### config.mk
export PLATFORM = sky130hd
export DESIGN_NAME = multicycle_control_flat
export DESIGN_NICKNAME = d
export VERILOG_FILES = /design/src/rtl/multicycle_control_if.sv /design/src/rtl/multicycle_control.sv /design/src/flat_wrapper.sv
export SDC_FILE = /design/constraint.sdc
export NUM_CORES = 1
export LEC_CHECK = 0
export CAP_MARGIN = 20
export CORE_MARGIN = 2
export CORE_UTILIZATION = 42
export DETAILED_ROUTE_END_ITERATION = 6
export GPL_TIMING_DRIVEN = 0
export PLACE_DENSITY = 0.76
export SLEW_MARGIN = 20
export SYNTH_ARGS = -nofsm -noshare
export SYNTH_HDL_FRONTEND = slang
export SYNTH_SLANG_ARGS = --single-unit
export TNS_END_PERCENT = 100
### constraint.sdc
create_clock -name clk -period 3.1 [get_ports clk]
set_clock_uncertainty 0.2 [all_clocks]
set_input_delay 0.31 -clock clk [delete_from_list [all_inputs] [get_ports clk]]
set_output_delay 0.31 -clock clk [all_outputs]
set_load 0.01 [all_outputs]
### src/rtl/multicycle_control_if.sv
// Instruction-field inputs and datapath control outputs of the multicycle controller.
// The master modport is the controller; the slave modport is the datapath side.
interface multicycle_control_if;
  logic [6:0] opcode;
  logic [2:0] funct3;
  logic       funct7_5;
  logic       zero;
  logic       PCWrite;
  logic       IorD;
  logic       MemRead;
  logic       MemWrite;
  logic       IRWrite;
  logic       MemtoReg;
  logic       ALUSrcA;
  logic       PCSource;
  logic       RegWrite;
  logic [1:0] ALUSrcB;
  logic [3:0] ALUControl;
  logic [3:0] state;
  logic       illegal;

  modport master (
    input  opcode, funct3, funct7_5, zero,
    output PCWrite, IorD, MemRead, MemWrite, IRWrite, MemtoReg, ALUSrcA, PCSource,
           RegWrite, ALUSrcB, ALUControl, state, illegal
  );

  modport slave (
    output opcode, funct3, funct7_5, zero,
    input  PCWrite, IorD, MemRead, MemWrite, IRWrite, MemtoReg, ALUSrcA, PCSource,
           RegWrite, ALUSrcB, ALUControl, state, illegal
  );
endinterface

### src/rtl/multicycle_control.sv
// Moore FSM controller for a multicycle RV32 subset; outputs are registered alongside the state.
// Define MULTICYCLE_CONTROL_BNE_EN to add bne alongside beq.
module multicycle_control (
  input  logic                 clk,
  input  logic                 reset,
  multicycle_control_if.master bus
);
  typedef enum logic [3:0] {
    FETCH    = 4'd0,
    DECODE   = 4'd1,
    MEMADR   = 4'd2,
    MEMREAD  = 4'd3,
    MEMWB    = 4'd4,
    MEMWRITE = 4'd5,
    EXEC_R   = 4'd6,
    EXEC_I   = 4'd7,
    ALUWB    = 4'd8,
    BRANCH   = 4'd9,
    BR_NT    = 4'd10,
    ILLEGAL  = 4'd15
  } state_t;

  typedef struct packed {
    logic       pc_write;
    logic       iord;
    logic       mem_read;
    logic       mem_write;
    logic       ir_write;
    logic       mem_to_reg;
    logic       alu_src_a;
    logic       pc_source;
    logic       reg_write;
    logic [1:0] alu_src_b;
    logic [3:0] alu_control;
    logic       illegal;
  } ctl_t;

  localparam logic [3:0] ALU_AND = 4'b0000;
  localparam logic [3:0] ALU_OR  = 4'b0001;
  localparam logic [3:0] ALU_ADD = 4'b0010;
  localparam logic [3:0] ALU_SUB = 4'b0110;

  state_t     state_q;
  state_t     nxt;
  ctl_t       ctl_q;
  logic       r_ok;
  logic       br_ok;
  logic       taken;
  logic [3:0] r_alu;

  function automatic ctl_t decode(state_t s, logic [3:0] alu);
    ctl_t c;
    c             = '0;
    c.alu_control = ALU_ADD;
    case (s)
      FETCH:    begin c.mem_read = 1'b1; c.ir_write = 1'b1; end
      DECODE:   c.alu_src_b = 2'b10;
      MEMADR:   begin c.alu_src_a = 1'b1; c.alu_src_b = 2'b10; end
      MEMREAD:  begin c.iord = 1'b1; c.mem_read = 1'b1; c.alu_src_a = 1'b1; c.alu_src_b = 2'b10; end
      MEMWB:    begin c.mem_to_reg = 1'b1; c.reg_write = 1'b1; c.pc_write = 1'b1; c.alu_src_b = 2'b01; end
      MEMWRITE: begin c.iord = 1'b1; c.mem_write = 1'b1; c.pc_write = 1'b1; c.alu_src_b = 2'b01; end
      EXEC_R:   begin c.alu_src_a = 1'b1; c.alu_control = alu; end
      EXEC_I:   begin c.alu_src_a = 1'b1; c.alu_src_b = 2'b10; end
      ALUWB:    begin c.reg_write = 1'b1; c.pc_write = 1'b1; c.alu_src_b = 2'b01; end
      // PC write in BRANCH is added combinationally from zero at the output.
      BRANCH:   begin c.alu_src_a = 1'b1; c.alu_control = ALU_SUB; c.pc_source = 1'b1; end
      BR_NT:    begin c.pc_write = 1'b1; c.alu_src_b = 2'b01; end
      default:  c.illegal = 1'b1;
    endcase
    return c;
  endfunction

  always_comb begin
    r_ok = ({bus.funct3, bus.funct7_5} == 4'b0000) || ({bus.funct3, bus.funct7_5} == 4'b0001) ||
           ({bus.funct3, bus.funct7_5} == 4'b1110) || ({bus.funct3, bus.funct7_5} == 4'b1100);
`ifdef MULTICYCLE_CONTROL_BNE_EN
    br_ok = (bus.funct3 == 3'b000) || (bus.funct3 == 3'b001);
    taken = (bus.funct3 == 3'b001) ? !bus.zero : bus.zero;
`else
    br_ok = (bus.funct3 == 3'b000);
    taken = bus.zero;
`endif
    case (bus.funct3)
      3'b111:  r_alu = ALU_AND;
      3'b110:  r_alu = ALU_OR;
      default: r_alu = bus.funct7_5 ? ALU_SUB : ALU_ADD;
    endcase
  end

  always_comb begin
    nxt = ILLEGAL;
    case (state_q)
      FETCH:  nxt = DECODE;
      DECODE: begin
        case (bus.opcode)
          7'b0000011, 7'b0100011: nxt = MEMADR;
          7'b0110011:             nxt = r_ok ? EXEC_R : ILLEGAL;
          7'b0010011:             nxt = (bus.funct3 == 3'b000) ? EXEC_I : ILLEGAL;
          7'b1100011:             nxt = br_ok ? BRANCH : ILLEGAL;
          default:                nxt = ILLEGAL;
        endcase
      end
      MEMADR:   nxt = (bus.opcode == 7'b0000011) ? MEMREAD : MEMWRITE;
      MEMREAD:  nxt = MEMWB;
      MEMWB:    nxt = FETCH;
      MEMWRITE: nxt = FETCH;
      EXEC_R:   nxt = ALUWB;
      EXEC_I:   nxt = ALUWB;
      ALUWB:    nxt = FETCH;
      BRANCH:   nxt = taken ? FETCH : BR_NT;
      BR_NT:    nxt = FETCH;
      default:  nxt = ILLEGAL;
    endcase
  end

  // Outputs are decoded from the next state so they are registered yet still Moore.
  always_ff @(posedge clk or negedge reset) begin
    if (!reset) begin
      state_q <= FETCH;
      ctl_q   <= decode(FETCH, ALU_ADD);
    end else begin
      state_q <= nxt;
      ctl_q   <= decode(nxt, r_alu);
    end
  end

  assign bus.PCWrite    = ctl_q.pc_write | ((state_q == BRANCH) & taken);
  assign bus.IorD       = ctl_q.iord;
  assign bus.MemRead    = ctl_q.mem_read;
  assign bus.MemWrite   = ctl_q.mem_write;
  assign bus.IRWrite    = ctl_q.ir_write;
  assign bus.MemtoReg   = ctl_q.mem_to_reg;
  assign bus.ALUSrcA    = ctl_q.alu_src_a;
  assign bus.PCSource   = ctl_q.pc_source;
  assign bus.RegWrite   = ctl_q.reg_write;
  assign bus.ALUSrcB    = ctl_q.alu_src_b;
  assign bus.ALUControl = ctl_q.alu_control;
  assign bus.state      = state_q;
  assign bus.illegal    = ctl_q.illegal;
endmodule

### src/flat_wrapper.sv
// flat-port wrapper written by rule: the top's interface ports become plain ports
module multicycle_control_flat 
  (clk, reset, bus_opcode, bus_funct3, bus_funct7_5, bus_zero, bus_PCWrite, bus_IorD, bus_MemRead, bus_MemWrite, bus_IRWrite, bus_MemtoReg, bus_ALUSrcA, bus_PCSource, bus_RegWrite, bus_ALUSrcB, bus_ALUControl, bus_state, bus_illegal);
  multicycle_control_if bus_i ();
  input  logic clk;
  input  logic reset;
  input wire logic [$bits(bus_i.opcode)-1:0] bus_opcode;
  input wire logic [$bits(bus_i.funct3)-1:0] bus_funct3;
  input wire logic [$bits(bus_i.funct7_5)-1:0] bus_funct7_5;
  input wire logic [$bits(bus_i.zero)-1:0] bus_zero;
  output wire logic [$bits(bus_i.PCWrite)-1:0] bus_PCWrite;
  output wire logic [$bits(bus_i.IorD)-1:0] bus_IorD;
  output wire logic [$bits(bus_i.MemRead)-1:0] bus_MemRead;
  output wire logic [$bits(bus_i.MemWrite)-1:0] bus_MemWrite;
  output wire logic [$bits(bus_i.IRWrite)-1:0] bus_IRWrite;
  output wire logic [$bits(bus_i.MemtoReg)-1:0] bus_MemtoReg;
  output wire logic [$bits(bus_i.ALUSrcA)-1:0] bus_ALUSrcA;
  output wire logic [$bits(bus_i.PCSource)-1:0] bus_PCSource;
  output wire logic [$bits(bus_i.RegWrite)-1:0] bus_RegWrite;
  output wire logic [$bits(bus_i.ALUSrcB)-1:0] bus_ALUSrcB;
  output wire logic [$bits(bus_i.ALUControl)-1:0] bus_ALUControl;
  output wire logic [$bits(bus_i.state)-1:0] bus_state;
  output wire logic [$bits(bus_i.illegal)-1:0] bus_illegal;
  assign bus_i.opcode = bus_opcode;
  assign bus_i.funct3 = bus_funct3;
  assign bus_i.funct7_5 = bus_funct7_5;
  assign bus_i.zero = bus_zero;
  assign bus_PCWrite = bus_i.PCWrite;
  assign bus_IorD = bus_i.IorD;
  assign bus_MemRead = bus_i.MemRead;
  assign bus_MemWrite = bus_i.MemWrite;
  assign bus_IRWrite = bus_i.IRWrite;
  assign bus_MemtoReg = bus_i.MemtoReg;
  assign bus_ALUSrcA = bus_i.ALUSrcA;
  assign bus_PCSource = bus_i.PCSource;
  assign bus_RegWrite = bus_i.RegWrite;
  assign bus_ALUSrcB = bus_i.ALUSrcB;
  assign bus_ALUControl = bus_i.ALUControl;
  assign bus_state = bus_i.state;
  assign bus_illegal = bus_i.illegal;
  multicycle_control u_core (.clk(clk), .reset(reset), .bus(bus_i));
endmodule
==> flow_metrics.tcl <==
set metrics [dict create \
    drv_slew 0 \
    critical_path_class "reg2out" \
    port_buffers 32 \
    clkLatencyLatePin_ps 300 \
    hp-class "in2async" \
    ant_nets 0 \
    core_area_um2 2210 \
    synthTopCellsByCount "dfrtp_1, a21oi_1, buf_4, nand2_1, inv_1" \
    setup_viol 0 \
    critPathMaxFanout 10 \
    cts.clk_slew.worst_paths_ps 110 \
    initialDrtViolationCount 11 \
    critPathArrivalTime_ps 2030 \
    finalSetupTns_ps 0 \
    wl_met2_um 1020 \
    switching_power_mw 0.0966 \
    n_antenna_cell 0 \
    synth_edf_count 0 \
    peakVddDrop_v 0.000208 \
    period_needed_ps 2540 \
    nNetsFinal 145 \
    ys_ff_latch 19 \
    wl_met3_um 120 \
    synthCells 94 \
    slowest_stage "clkdlybuf4s50_1" \
    ctsHoldBuffers 0 \
    grt_use_total_pct 16.7 \
    whs_ps 261 \
    die_h_um 52.4 \
    yosysMostFrequentCell "dfrtp_1" \
    wirelength_um 2040 \
    yosys_warnings 0 \
    gp_congestion 0.832 \
    postCtsSetupBuffers 0 \
    p_int_mw 0.318 \
    maxCapViolCount 0 \
    reg2reg_to "u_core.bus.ALUControl[0]$_DFF_PN0_" \
    synth_top_area_cell "dfrtp_1" \
    cts.sinks 19 \
    post-route-period-util_pct 82.0 \
    drive_gt1_share_pct 17.7 \
    hold_viol_final 0 \
    cts-root-buf "clkbuf_4" \
    synthTopCellsByArea "dfrtp_1, dfstp_2, buf_4" \
    synth_nets 108 \
    dp.cells 154 \
    top_layer "met4" \
    instances_no_fill 158 \
    tightest_slew_ps 807 \
    p_sw_share_pct 23.3 \
    start_util_pct 44.5 \
    grt_pass1_vias 780 \
    synthArstFlopShare_pct 100 \
    crit_end "bus_PCWrite" \
    wl_per_cell_um 12.9 \
    reg2regPathDepth 7 \
    cts_tree "yes" \
    syn2layout_area_growth_pct 39.2 \
    wl_met1_um 821 \
    seqPwrFrac_pct 60.0 \
    r2r_slack_ps 620 \
    powerDensity_nw_per_um2 303 \
    syn-cell-area_um2 983 \
    rsz0062_at_grt "false" \
    row_count 17 \
    dr.pass1.iters 4 \
    fmax_mhz 393 \
    outcome "completed" \
    htreeDepth 1 \
    viasPerCell 5.35 \
    syn_area_per_cell_um2 10.5 \
    grt_max_degree 20 \
    numCtsBuffers 3 \
    synth_top_cell_area_share_pct 40.7 \
    cp.required_ps 2590 \
    grt_pass1_wl_um 3330 \
    antenna_found_initial 0 \
    die_x_um 52.4 \
    power_leakage_nw 0.566 \
    drc_errors 0 \
    dp_hpwl_um 1580 \
    slew_headroom_pct 46.1 \
    yosysUniqueCellTypes 42 \
    finalPower_mw 0.415 \
    slowest_delay_ps 550 \
    critPathLaunchType "flop" \
    worstPathCellList "clkbuf_1 -> nor2b_1 -> nand3b_1 -> o21bai_1 -> clkdlybuf4s50_1" \
    grt-ovfl-total 0 \
    largest_reg_flops 4 \
    p_comb_share_pct 8.7 \
    synth_ff_type "dfrtp_1" \
    ys_seq_area_share_pct 48.7 \
    utilization_pct 61.9 \
    clockPowerShare_pct 31.3 \
    io_pins 34 \
    clk_path_buf_depth 2 \
    critPathCaptureType "primary output" \
    cts_resized 0 \
    die-area_um2 2740 \
    r2r_start "u_core.bus.state[0]$_DFF_PN0_" \
    vias 846 \
    crit_path_start "u_core.bus.state[1]$_DFF_PN0_" \
]
## stage by stage
stage,instance area [µm²],setup WS (ps)
2_1_floorplan,983,897
3_3_place_gp,1340,376
3_5_place_dp,1340,357
4_1_cts,1370,558
5_1_grt,1370,405
6_report,1370,559
## kinds of logic after synthesis
logic type | share of synthesized area, %
and+or+nand+nor | 24.7
buffers and inverters | 8.52
AOI/OAI and AO/OA | 16.8
other | 0.381
DFF | 48.7
xor gates and xnor gates | 0.891
## critical path, delay by kind of cell (launching register included)
family	cells	cell delay, ps
buf+inv	2	780
flops	1	440
simple gates	2	360
compound gates	1	150
## final cells by class
cell class | instances | area [µm²]
Sequential cell | 19 | 479
Inverter | 6 | 22.5
Buffer | 10 | 61.3
Fill cell | 189 | 843
Multi-Input combinational cell | 59 | 420
Clock inverter | 1 | 7.51
Timing Repair Buffer | 32 | 320
Tap cell | 28 | 35.0
Clock buffer | 3 | 22.5
## routing by layer
layer | vias up | GRT usage, %
li1 | 403 | -
met1 | 396 | 19.9
met2 | 39 | 27.3
met3 | 8 | 1.71
met4 | 0 | 12.8
met5 | - | 0
## how the worst min path moves through the flow
| stage | from | end | slack (ps) | cells after the start |
|---|---|---|---|---|
| 6_report | reset | u_core.bus.ALUControl[2]$_DFF_PN0_ | 260 | 1 |
| 5_1_grt | reset | u_core.bus.ALUControl[2]$_DFF_PN0_ | 340 | 1 |
| 4_1_cts | reset | u_core.bus.ALUControl[2]$_DFF_PN0_ | 300 | 1 |
| 3_5_place_dp | u_core.bus.state[3]$_DFF_PN0_ | u_core.bus.RegWrite$_DFF_PN0_ | 400 | 2 |
| 3_3_place_gp | u_core.bus.state[3]$_DFF_PN0_ | u_core.bus.RegWrite$_DFF_PN0_ | 380 | 2 |
| 2_1_floorplan | reset | u_core.bus.ALUControl[0]$_DFF_PN0_ | -190 | 0 |
## placed cells by master (no fill, tap or decap), drive strengths merged, types with 5 or more instances in the layout
master and count:
a21oi 8, buf 7, clkbuf 6, clkdlybuf4s50 32
dfrtp 16, inv 6, nand2 6, nor2 5
## power groups by stage
stage	clock (mW)	sequential (mW)	combinational, mW
global route	0.145	0.249	0.0397
global placement	0	0.253	0.0358
detailed placement	0	0.253	0.0368
CTS	0.133	0.249	0.0368
floorplan	0	0.253	0.00935
finish	0.130	0.249	0.0362
Note: power is estimated with default switching activity, not from simulation.
==> edit: new RTL, same flow settings <==
Add a define of `MULTICYCLE_CONTROL_BNE_EN`.
--- a/src/rtl/multicycle_control.sv
+++ b/src/rtl/multicycle_control.sv
@@ -1,5 +1,7 @@
 // Moore FSM controller for a multicycle RV32 subset; outputs are registered alongside the state.
 // Define MULTICYCLE_CONTROL_BNE_EN to add bne alongside beq.
+`define MULTICYCLE_CONTROL_BNE_EN
+
 module multicycle_control (
   input  logic                 clk,
   input  logic                 reset,
Formal check against the unedited RTL: not equivalent (Yosys sat finds a counterexample within 4 cycles, from zero or initial values and one cycle with reset low).
==> edit against the unedited design <==
- design area up 5.4%
- power is 0.63% lower
- worst setup slack lost 0.32 ns
- area after synthesis grew 7.6%
- fmax decreased by 11%
- wire length grew 11%
- combinational power rose by 8.8%
- critical endpoint unchanged
- sequential cell count did not move
- largest cell class unchanged
==> edit: results (changes against the unedited design) <==
[timing]
worst_slack_ns=0.240  ; was 0.559 ns

[global_routing]
grt_pass1_wl_mm=3.68  ; was 3.33 mm
via_count_of_the_first_global_routing_pass=861  ; was 780
grt_util_overall_pct=17.9  ; was 16.7%

[synthesis]
synth_area_per_cell_sq_um=9.99  ; was 10.5 sq um
synth.yosys.seq_area_share_pct=45.3  ; was 48.7%
post_synth_most_frequent_cells=sky130_fd_sc_hd__dfrtp_1, sky130_fd_sc_hd__nor3_1  ; was sky130_fd_sc_hd__dfrtp_1, sky130_fd_sc_hd__a21oi_1, sky130_fd_sc_hd__buf_4, sky130_fd_sc_hd__nand2_1, sky130_fd_sc_hd__inv_1
mappedNetlistNets=120  ; was 108
synth.top_cells.by_area=sky130_fd_sc_hd__dfrtp_1, sky130_fd_sc_hd__dfstp_2, sky130_fd_sc_hd__nor3_1  ; was sky130_fd_sc_hd__dfrtp_1, sky130_fd_sc_hd__dfstp_2, sky130_fd_sc_hd__buf_4
post_synth_num_cell_types=44  ; was 42
synth_xor_area_share_pct=0.827  ; was 0.891%

[cells_and_area]
drive_gt1_share_pct=19.0  ; was 17.7%
final-instance-count-excl-fill=172  ; was 158
net_count_final=157  ; was 145

[route]
wl_per_cell_microns=13.2  ; was 12.9 microns
routed-via-count=943  ; was 846
first_iter_violations=14  ; was 11

[placed_design]
gp_routability_congestion=0.873  ; was 0.832
dp.final_hpwl_mm=1.73  ; was 1.58 mm
worst_slack_at_placement_ns=0.222  ; was 0.357 ns

[worst_setup_path]
critical_path.reg2reg.endpoint=u_core.bus.ALUSrcB[1]$_DFF_PN0_  ; was u_core.bus.ALUControl[0]$_DFF_PN0_
r2r_start=u_core.bus.state[3]$_DFF_PN0_  ; was u_core.bus.state[0]$_DFF_PN0_
critical_path_arrival_ns=2.35  ; was 2.03 ns
r2r.worst_path.cells=6  ; was 7
timing.critical_path.fanout_max=6  ; was 10
worst-r2r-setup-slack_ns=0.64  ; was 0.62 ns
startpoint=bus_funct3[2]  ; was u_core.bus.state[1]$_DFF_PN0_

[status]
run_status=complete, no violations  ; unchanged

[cts]
cts_max_path_buffers=2  ; unchanged

## edit: changes by cell type after synthesis, moves of 3 or more
cell / unedited run / this run
sky130_fd_sc_hd__a21oi_1: 7 / 3
sky130_fd_sc_hd__nand2b_1: 3 / 0
sky130_fd_sc_hd__nand3b_1: 3 / 0
sky130_fd_sc_hd__nor2b_1: 3 / 0
sky130_fd_sc_hd__nor3_1: 3 / 9
sky130_fd_sc_hd__nor3b_1: 0 / 3
sky130_fd_sc_hd__o21ai_0: 0 / 4
sky130_fd_sc_hd__o31ai_1: 0 / 6
## edit: stage by stage
stage / util [%] / power, mW / cell area, sq um / hold slack (ns)
finish: 59.3 / 0.412 / 1440 / 0.264
global route: 59.3 / 0.430 / 1440 / 0.340
CTS: 59.3 / 0.410 / 1440 / 0.304
global placement: 58.2 / 0.292 / 1420 / 0.452
floorplan: - / 0.265 / 1060 / -0.186
detailed placement: 58.2 / 0.293 / 1420 / 0.455
## edit: where the power goes
| part | internal, mW | switching, mW |
|---|---|---|
| Combinational | 0.0213 | 0.0181 |
| Clock | 0.0501 | 0.0735 |
| Sequential | 0.249 | 0.000363 |
| Total | 0.320 | 0.0919 |
## edit: logic make-up (layout without fill, tap and decap cells)
family | after synthesis | count (layout)
AND/OR/NAND/NOR | 40 | 40
AO/OA/AOI/OAI | 27 | 27
flip-flops | 19 | 19
buffers and inverters | 18 | 54
other | 1 | 1
XOR/XNOR | 1 | 1
## edit: worst min path at each step
stage / from / depth (start not counted) / end
2_1_floorplan: reset / 0 / u_core.bus.ALUControl[0]$_DFF_PN0_
3_3_place_gp: u_core.bus.state[3]$_DFF_PN0_ / 2 / u_core.bus.RegWrite$_DFF_PN0_
3_5_place_dp: u_core.bus.state[2]$_DFF_PN0_ / 2 / u_core.bus.MemWrite$_DFF_PN0_
4_1_cts: reset / 1 / u_core.ctl_q[15]$_DFF_PN0_
5_1_grt: reset / 1 / u_core.bus.ALUSrcB[0]$_DFF_PN0_
6_report: reset / 1 / u_core.ctl_q[15]$_DFF_PN0_
## edit: layout make-up
type	count	area (sq um)	area share, %
Timing Repair Buffer	32	320	22.2
Inverter	7	26.3	1.82
Buffer	11	73.8	5.12
Clock buffer	4	26.3	1.82
Sequential cell	19	479	33.2
Tap cell	30	37.5	2.60
Multi-Input combinational cell	69	479	33.2
## edit: metal layers
metal  up-vias  GRT usage, %  share of wire [%]
met1       451          21.6                 41
met5         -             0                  0
met3         4         0.833                5.2
met2        34          29.7                 51
li1        454             -                  -
met4         0          13.3                2.7
## edit: worst reg2reg max path, delay by kind of cell (launching register included)
kind | cells | cell delay (ns)
AOI/OAI and AO/OA | 3 | 0.60
and+or+nand+nor | 2 | 0.99
buffers and inverters | 1 | 0.18
DFF | 1 | 0.39
